## src/rtl/pcileech_com_tx_arbiter.sv

```systemverilog
// Frame-level arbiter that merges TLP/CFG/CORE word streams onto the single COM TX path, tagging each word with its source.
// Optional build macro PCILEECH_TXARB_FIXED_PRIO_EN selects fixed priority CFG > CORE > TLP instead of round-robin.
module pcileech_com_tx_arbiter #(
    parameter int PARAM_MAX_BURST = 64,
    parameter int PARAM_NUM_SRC   = 3
) (
    input  logic                            clk,
    input  logic                            rst_n,
    input  logic [PARAM_NUM_SRC-1:0][31:0]  src_data,
    input  logic [PARAM_NUM_SRC-1:0]        src_valid,
    input  logic [PARAM_NUM_SRC-1:0]        src_last,
    output logic [PARAM_NUM_SRC-1:0]        src_ready,
    output logic [31:0]                     dout,
    output logic [1:0]                      dout_tag,
    output logic                            dout_last,
    output logic                            dout_valid,
    input  logic                            dout_ready,
    output logic                            grant_busy,
    output logic [15:0]                     cnt_forced
);

    // Valid/ready: a beat moves on a rising edge where valid and ready are both high;
    // valid never waits on ready, and ready may depend combinationally on the downstream ready.

    typedef enum logic {
        IDLE = 1'b0,
        LOCK = 1'b1
    } state_t;

    localparam logic [7:0] BEAT_LAST = 8'(PARAM_MAX_BURST - 1);

    state_t      state_q, state_d;
    logic [1:0]  grant_q, grant_d;
    logic [1:0]  last_grant_q, last_grant_d;
    logic [7:0]  beat_cnt_q, beat_cnt_d;
    logic [31:0] dout_q, dout_d;
    logic [1:0]  dout_tag_q, dout_tag_d;
    logic        dout_last_q, dout_last_d;
    logic        dout_valid_q, dout_valid_d;
    logic [15:0] cnt_forced_q, cnt_forced_d;

    logic        beat;
    logic        hit_max;

    function automatic logic [1:0] next_idx(input logic [1:0] i);
        return (i == 2'd2) ? 2'd0 : i + 2'd1;
    endfunction

`ifdef PCILEECH_TXARB_FIXED_PRIO_EN
    function automatic logic [1:0] pick_src(input logic [2:0] req, input logic [1:0] last);
        logic [1:0] unused_last;
        unused_last = last;
        if (req[1])      return 2'd1;
        else if (req[2]) return 2'd2;
        else             return 2'd0;
    endfunction
`else
    // Search starts one past the previous winner so every requester is served within three frames.
    function automatic logic [1:0] pick_src(input logic [2:0] req, input logic [1:0] last);
        logic [1:0] c;
        logic [1:0] pick;
        logic       found;
        c     = last;
        pick  = 2'd0;
        found = 1'b0;
        for (int i = 0; i < 3; i++) begin
            c = next_idx(c);
            if (!found && req[c]) begin
                pick  = c;
                found = 1'b1;
            end
        end
        return pick;
    endfunction
`endif

    always_comb begin
        state_d      = state_q;
        grant_d      = grant_q;
        last_grant_d = last_grant_q;
        beat_cnt_d   = beat_cnt_q;
        dout_d       = dout_q;
        dout_tag_d   = dout_tag_q;
        dout_last_d  = dout_last_q;
        dout_valid_d = dout_valid_q && !dout_ready;
        cnt_forced_d = cnt_forced_q;
        src_ready    = '0;
        beat         = 1'b0;
        hit_max      = 1'b0;

        case (state_q)
            IDLE: begin
                if (|src_valid) begin
                    grant_d    = pick_src(src_valid, last_grant_q);
                    beat_cnt_d = 8'd0;
                    state_d    = LOCK;
                end
            end
            LOCK: begin
                src_ready[grant_q] = !dout_valid_q || dout_ready;
                beat               = src_valid[grant_q] && src_ready[grant_q];
                hit_max            = (beat_cnt_q == BEAT_LAST);
                if (beat) begin
                    dout_d       = src_data[grant_q];
                    dout_tag_d   = grant_q;
                    dout_last_d  = src_last[grant_q] || hit_max;
                    dout_valid_d = 1'b1;
                    beat_cnt_d   = beat_cnt_q + 8'd1;
                    if (src_last[grant_q] || hit_max) begin
                        state_d      = IDLE;
                        last_grant_d = grant_q;
                    end
                    // A forced cut leaves the rest of the frame for the source's next grant.
                    if (hit_max && !src_last[grant_q] && (cnt_forced_q != 16'hFFFF)) begin
                        cnt_forced_d = cnt_forced_q + 16'd1;
                    end
                end
            end
            default: state_d = IDLE;
        endcase
    end

    always_ff @(posedge clk or negedge rst_n) begin
        if (!rst_n) begin
            state_q      <= IDLE;
            grant_q      <= 2'd0;
            last_grant_q <= 2'd2;
            beat_cnt_q   <= 8'd0;
            dout_q       <= 32'd0;
            dout_tag_q   <= 2'd0;
            dout_last_q  <= 1'b0;
            dout_valid_q <= 1'b0;
            cnt_forced_q <= 16'd0;
        end else begin
            state_q      <= state_d;
            grant_q      <= grant_d;
            last_grant_q <= last_grant_d;
            beat_cnt_q   <= beat_cnt_d;
            dout_q       <= dout_d;
            dout_tag_q   <= dout_tag_d;
            dout_last_q  <= dout_last_d;
            dout_valid_q <= dout_valid_d;
            cnt_forced_q <= cnt_forced_d;
        end
    end

    assign dout       = dout_q;
    assign dout_tag   = dout_tag_q;
    assign dout_last  = dout_last_q;
    assign dout_valid = dout_valid_q;
    assign grant_busy = (state_q == LOCK);
    assign cnt_forced = cnt_forced_q;

endmodule

```

## config.mk

```make
export PLATFORM = sky130hd
export DESIGN_NAME = pcileech_com_tx_arbiter
export DESIGN_NICKNAME = d
export VERILOG_FILES = /design/src/rtl/pcileech_com_tx_arbiter.sv
export SDC_FILE = /design/constraint.sdc
export NUM_CORES = 1
export LEC_CHECK = 0
export ABC_AREA = 1
export CAP_MARGIN = 30
export CORE_MARGIN = 3
export CORE_UTILIZATION = 39
export CTS_CLUSTER_DIAMETER = 60
export CTS_CLUSTER_SIZE = 16
export DETAILED_ROUTE_END_ITERATION = 8
export PLACE_DENSITY = 0.78
export SYNTH_ARGS = -nofsm -noshare
export SYNTH_HDL_FRONTEND = slang
export SYNTH_SLANG_ARGS = --single-unit
```

## constraint.sdc

```tcl
create_clock -name clk -period 1.6 [get_ports clk]
set_clock_uncertainty 0.05 [all_clocks]
set_input_delay 0.32 -clock clk [delete_from_list [all_inputs] [get_ports clk]]
set_output_delay 0.32 -clock clk [all_outputs]
set_load 0.03 [all_outputs]
```

==> key figures, run 1 <==
Run status
  – Status: finished, violations left
  – Failing checks: negative setup slack

Synthesis
  – Post-synth EDFFs: 0
  – XOR/XNOR Fraction of Synth Area: 3.07%
  – Area fraction of the dominant cell type after synthesis: 43.2%
  – Syn Nets: 651
  – Synthesized cell area: 3700 um^2
  – Post-synthesis mux area share: 0%
  – Simple-Gate Fraction of Synth Area: 44.1%
  – Post-Syn Area per Cell: 6.81 um^2
  – Post-Synth Adder-Cell Area: 0.675%
  – Area contributors post-synth: dfrtp_1, nand2_1, nand3_1, nor2_1, inv_1
  – Sequential-to-total area share from yosys stat: 43.9%
  – Main synth FF type: dfrtp_1
  – Largest family of logic cells by synthesized area: simple AND/OR/NAND/NOR gates
  – Post-synth ARST share: 100%
  – Compound-cell area share of the yosys netlist: 2.50%
  – Yosys reg bits: 65
  – Yosys top cell by area: dfrtp_1
  – Post-synthesis cell type count: 26
  – Yosys Warn Count: 0
  – Post-Syn Instances: 544

Timing
  – RSZ-0062 raised after global routing: yes
  – Worst slew pin tran: 482 ps
  – Endpoints failing setup: 24
  – Final Cycle Share: 106%
  – Max_slew headroom: 67.8%
  – Max-slew violations: 0
  – Max frequency: 0.590 GHz
  – Hold Violations, Final: 0
  – Min cycle time layout: 1700 ps
  – Post-route worst setup slack: -95.6 ps

Clocking
  – Worst skew pair latency: 340 ps
  – Clk slew on worst S/H paths: 90 ps
  – Clock root cell: clkbuf_8
  – Total CTS buffers: 9
  – Clk buf depth: 2
  – CTS tree: done
  – Clock Sinks: 65
  – H-tree Lvls: 3

Critical path
  – Crit path kind: reg -> out
  – Cell family with most CP delay: flip-flops
  – CP Data Required Time: 1230 ps
  – Reg2reg end: cnt_forced[7]$_DFFE_PN0P_
  – CP Launch Type: flip-flop
  – CP max stage delay: 420 ps
  – Slowest CP cell: dfrtp_2
  – Worst Setup End Kind: output port
  – RR Startpoint: dout_valid$_DFF_PN0_
  – Critical Path AT: 1330 ps
  – Worst-case reg-to-reg path depth: 10
  – Crit Path Max Fanout: 3
  – Worst path buffer plus inverter count: 2
  – Reg-to-reg slack, setup: -40 ps
  – CP cell instances: nand2_2 > nand2_2 > buf_6 > nor3_4 > buf_6

Routing
  – Post-route DRC: 0
  – Total wire length: 12700 um
  – First DRT Iteration DRCs: 174
  – Remaining antenna violation count: 0
  – Vias: 4249
  – Routed vias/inst: 4.82
  – Routed length per instance: 14.5 um
  – TritonRoute pass-1 iters: 5

Floorplanning
  – Initial core utilization: 41.3%
  – Die area: 10700 um^2
  – Io pins: 161
  – Die H: 103 um
  – Chip width: 103 um
  – Core area: 8980 um^2
  – Floorplan row count: 34

Global route
  – First-pass GRT wire length: 19300 um
  – Vias in the first global route: 4212
  – Initial antenna violation count: 0
  – Largest net degree at the start of global routing: 33
  – Global route total overflow: 0
  – Gr usage total: 23.0%

Pwr
  – Power Density: 1680 nW/um^2
  – Maximum vdd drop: 0.905 mV
  – Pleak: 3.16 nW

Job
  – Max-cap violation count: 0

Final layout
  – Share of cells above drive strength 1: 20.1%
  – Commonest cells after routing, fill and taps aside: nand2_1, clkdlybuf4s50_1, dfrtp_1
  – Fill count: 724
  – Syn-to-layout area delta: 70.1%
  – Commonest non-fill, non-tap cell in the layout: nand2_1
  – Diode count: 0
  – Post-Layout Cell Count: 881
  – Nets: 857

Placed design
  – Cells after DPL: 847
  – Port buffer count: 160
  – DPL Wire Length: 9200 um
  – Placer congestion estimate: 0.893
  – Pre-CTS WS: -360 ps

Worst hold path
  – Hold WC Path Type: in -> async
==> cells in the mapped netlist, types with 2 or more instances <==
master    instances
nand2_1         298
dfrtp_1          64
nand3_1          57
nor2_1           23
inv_1            19
clkbuf_1         14
o21ai_0          13
nor3_1            8
nand4_1           7
xor2_1            7
xnor2_1           6
buf_2             5
a21oi_1           4
buf_6             3
inv_2             3
ha_1              2
nor2_4            2
==> layer usage <==
layer / global-route usage [%] / part of all wire (%) / wire length, um
met1: 27.5 / 40 / 5090
met2: 40.8 / 53 / 6780
met3: 4.83 / 4.8 / 614
met4: 7.97 / 1.9 / 247
met5: 0 / 0 / 0
==> repair_timing <==
item,CTS,global route
resized for setup,70,87
pin swaps,3,21
buffers inserted,5,9
setup endpoints to repair,107,68
hold endpoints to repair,15,0
cloned,0,4
hold buffers,1,0
==> worst reg2reg max path: cells and delay by family (launching register included) <==
kind / cells / cell delay, ps
compound gates: 1 / 150
buf+inv: 3 / 400
flops: 1 / 420
simple gates: 6 / 490
==> cell families after synthesis <==
family | Yosys count
AND/OR/NAND/NOR | 400
flip-flops | 65
buffers and inverters | 46
AO/OA/AOI/OAI | 18
XOR/XNOR | 13
adder cells (fa/ha/maj) | 2
==> state kept, by name (all words and copies together), names as in the netlist <==
signal and cells:
dout_valid 1, dout 32, cnt_forced 16, beat_cnt_q 8, dout_last 1, grant_q 2
dout_tag 2, grant_busy 1, last_grant_q 2
==> how the worst max path moves through the flow <==
| stage | from | cells past startpoint | endpoint | slack [ps] |
|---|---|---|---|---|
| floorplan | dout_valid$_DFF_PN0_ | 3 | src_ready[0] | -80 |
| global placement | dout_ready | 10 | dout[29]$_DFFE_PN0P_ | -340 |
| detailed placement | dout_ready | 10 | dout[0]$_DFFE_PN0P_ | -360 |
| CTS | dout_valid$_DFF_PN0_ | 5 | src_ready[2] | -150 |
| global route | dout_valid$_DFF_PN0_ | 5 | src_ready[1] | -160 |
| finish | dout_valid$_DFF_PN0_ | 5 | src_ready[2] | -100 |
==> stage by stage <==
step / hold slack [ps] / setup TNS, ps / cell area, um^2 / utilization (%) / power [mW]
after floorplan: -25.6 / -427 / 3760 / - / 5.88
after global placement: 250 / -19000 / 5730 / 63.8 / 8.14
after detailed placement: 255 / -19810 / 5730 / 63.8 / 8.29
after CTS: 399 / -330 / 5970 / 66.5 / 9.65
after global routing: 450 / -3380 / 6300 / 70.2 / 11.4
final: 415 / -647 / 6300 / 70.2 / 10.6
==> cell type report <==
cell class                      count  area (um^2)  area share (%)
Timing Repair Buffer              218         2110            33.5
Inverter                           23         96.3            1.53
Sequential cell                    65         1640            26.0
Tap cell                          126          158            2.50
Multi-Input combinational cell    433         2100            33.4
Clock inverter                      3         40.0           0.635
Clock buffer                       13          159            2.52
==> report_power, final <==
part	total, mW	switching (mW)	internal, mW
Clock	1.43	0.627	0.802
Sequential	2.60	0.371	2.22
Combinational	6.59	3.87	2.72
No activity file was read; power rests on OpenSTA's default activity.
==> run 2, diff against run 1 <==
--- a/config.mk
+++ b/config.mk
@@ -12,7 +12,7 @@
 export CTS_CLUSTER_DIAMETER = 60
 export CTS_CLUSTER_SIZE = 16
 export DETAILED_ROUTE_END_ITERATION = 8
-export PLACE_DENSITY = 0.78
+export PLACE_DENSITY = 0.83
 export SYNTH_ARGS = -nofsm -noshare
 export SYNTH_HDL_FRONTEND = slang
 export SYNTH_SLANG_ARGS = --single-unit
==> constraint.sdc (replaced) <==
create_clock -name clk -period 1.6 [get_ports clk]
set_clock_uncertainty 0.05 [all_clocks]
set_input_delay 0.32 -clock clk [delete_from_list [all_inputs] [get_ports clk]]
set_output_delay 0.32 -clock clk [all_outputs]
set_load 0.005 [all_outputs]
==> run 2 against run 1 <==
Net effect: the run still ends with negative setup slack left; cell count up 0.34%; routed wire length down 9.8%; sequential cell count unchanged; utilization down 0.64 points; sequential share of layout area up 0.12 points; sequential power about the same; via count up 0.66%; hold slack worse by 65 ps; clock power up 4%; non-clock buffer count up 4; fmax up 1.9%; largest power group unchanged.
==> key figures, run 2 (synthesized netlist as in run 1, its figures left out) <==
Run status
  – Status: finished, violations left
  – Failing checks: negative setup slack

Timing
  – Fin Setup TNS: -554 ps
  – Endpoints failing setup: 16
  – Worst slew pin tran: 354 ps
  – Final Cycle Share: 104%
  – Post-route worst setup slack: -64.1 ps
  – RSZ-0062 raised after global routing: yes
  – Min cycle time layout: 1660 ps
  – Max frequency: 0.601 GHz
  – Max_slew headroom: 76.4%
  – Max-slew violations: 0
  – Hold Violations, Final: 0

Critical path
  – Crit path kind: reg -> reg
  – CP cell instances: ha_2 > nand2_2 > nor3_4 > nand2_2 > nor2_4 > nand3_4 > buf_6 > nand2_1 > o21ai_1
  – Most used cell, CP: nand2_2
  – Crit Path Max Fanout: 6
  – Worst-case reg-to-reg path depth: 9
  – Reg-to-reg slack, setup: -60 ps
  – Worst Setup End Kind: flip-flop
  – Reg2reg end: cnt_forced[13]$_DFFE_PN0P_
  – Critical Path AT: 1830 ps
  – Cell family with most CP delay: simple AND/OR/NAND/NOR gates
  – Slowest CP cell: dfrtp_1
  – CP Data Required Time: 1770 ps
  – RR Startpoint: beat_cnt_q[1]$_DFFE_PN0P_
  – Worst path buffer plus inverter count: 1
  – CP Launch Type: flip-flop
  – CP max stage delay: 360 ps

Placed design
  – Port buffer count: 160
  – DPL Wire Length: 8580 um
  – Cells after DPL: 844
  – Placer congestion estimate: 0.856

Final layout
  – Diode count: 0
  – Max reg flops: 32
  – Post-Layout Cell Count: 884
  – Commonest non-fill, non-tap cell in the layout: nand2_1
  – Syn-to-layout area delta: 68.6%
  – Nets: 861
  – Share of cells above drive strength 1: 16.0%
  – Fin util: 69.6%
  – Commonest cells after routing, fill and taps aside: nand2_1, clkdlybuf4s50_1, dfrtp_1

Job
  – Max-cap violation count: 0

Global route
  – Gr usage total: 22.0%
  – First-pass GRT wire length: 18700 um
  – Vias in the first global route: 4371
  – Largest net degree at the start of global routing: 66
  – Initial antenna violation count: 0
  – Global route total overflow: 0

Pwr
  – Pleak: 3.42 nW
  – Maximum vdd drop: 0.683 mV
  – Final Total Pwr: 8.88 mW
  – Power Density: 1420 nW/um^2

Worst hold path
  – Hold Crit Depth: 5
  – Hold WC Path Type: in -> reg
  – Hold endpoint: dout_valid$_DFF_PN0_
  – Min-delay src: dout_ready

Clocking
  – Clock Sinks: 65
  – Clock root cell: clkbuf_8
  – Total CTS buffers: 9
  – Clk buf depth: 2
  – CTS tree: done
  – Worst skew pair latency: 330 ps
  – H-tree Lvls: 3
  – Clk slew on worst S/H paths: 70 ps

Routing
  – Post-route DRC: 0
  – Vias: 4277
  – Total wire length: 11500 um
  – First DRT Iteration DRCs: 208
  – Routed length per instance: 13.0 um
  – Routed vias/inst: 4.84
  – TritonRoute pass-1 iters: 4
  – Remaining antenna violation count: 0

Floorplanning
  – Die H: 103 um
  – Io pins: 161
  – Die area: 10700 um^2
  – Chip width: 103 um
  – Floorplan row count: 34
  – Initial core utilization: 41.3%
  – Core area: 8980 um^2
[run 2: worst max-delay path by stage]
| stage | end | start | slack, ps | cells past startpoint |
|---|---|---|---|---|
| 6_report | cnt_forced[13]$_DFFE_PN0P_ | beat_cnt_q[1]$_DFFE_PN0P_ | -60 | 9 |
| 5_1_grt | cnt_forced[2]$_DFFE_PN0P_ | beat_cnt_q[0]$_DFFE_PN0P_ | -190 | 9 |
| 4_1_cts | cnt_forced[2]$_DFFE_PN0P_ | grant_q[1]$_DFFE_PN0P_ | -30 | 10 |
| 3_5_place_dp | src_ready[1] | dout_ready | -450 | 6 |
| 3_3_place_gp | src_ready[1] | dout_ready | -390 | 6 |
| 2_1_floorplan | cnt_forced[7]$_DFFE_PN0P_ | beat_cnt_q[0]$_DFFE_PN0P_ | 3 | 10 |
[run 2: final cells by class]
cell class                      instances  area [um^2]
Fill cell                             679         2730
Timing Repair Buffer                  222         2150
Multi-Input combinational cell        433         2000
Sequential cell                        65         1630
Tap cell                              126          158
Clock buffer                            9          124
Inverter                               23         96.3
Clock inverter                          6         83.8
[run 2: repair_timing]
action                                 CTS  global route
hold buffers                             1             0
gates cloned                             0             1
resized for setup                       45            70
pin swaps                                2            22
setup endpoints to repair               42            82
endpoints found under the hold margin   64             0
setup buffers                           17             6
[run 2: worst register-to-register path, stage by stage, from the launching register on]
cell     delay (ps)
dfrtp_1         360
ha_2            190
nand2_2          70
nor3_4          230
nand2_2         110
nor2_4          130
nand3_4         130
buf_6           160
nand2_1          60
o21ai_1          60
[run 2: per-layer routing]
| layer | global-route usage [%] | vias to the layer above | wire length, um |
|---|---|---|---|
| met5 | 0 | - | 0 |
| met4 | 9.26 | 0 | 257 |
| met3 | 6.64 | 23 | 950 |
| met2 | 39.0 | 161 | 5980 |
| met1 | 24.4 | 1973 | 4300 |
| li1 | - | 2120 | - |
[run 2: per-stage QoR]
step                      worst slack, ps  instance area, um^2  hold WS [ps]
after floorplan                      3.37                 3710         -25.6
after global placement               -392                 5670           315
after detailed placement             -449                 5670           316
after CTS                           -32.9                 6000           433
after global routing                 -188                 6240           385
final                               -64.1                 6240           350
[run 2: power by group]
| group | leakage (nW) | total, mW | internal, mW | switching, mW |
|---|---|---|---|---|
| logic | 2.47 | 4.82 | 2.21 | 2.61 |
| registers | 0.840 | 2.57 | 2.22 | 0.356 |
| clock network | 0.109 | 1.49 | 0.863 | 0.624 |
| total | 3.42 | 8.88 | 5.29 | 3.59 |
==> run 3, diff against run 2 <==
--- a/config.mk
+++ b/config.mk
@@ -6,7 +6,7 @@
 export NUM_CORES = 1
 export LEC_CHECK = 0
 export ABC_AREA = 1
-export CAP_MARGIN = 30
+export CAP_MARGIN = 5
 export CORE_MARGIN = 3
 export CORE_UTILIZATION = 39
 export CTS_CLUSTER_DIAMETER = 60
==> results of run 3 <==
The final DEF is identical to that of run 2; final timing and power are the same.
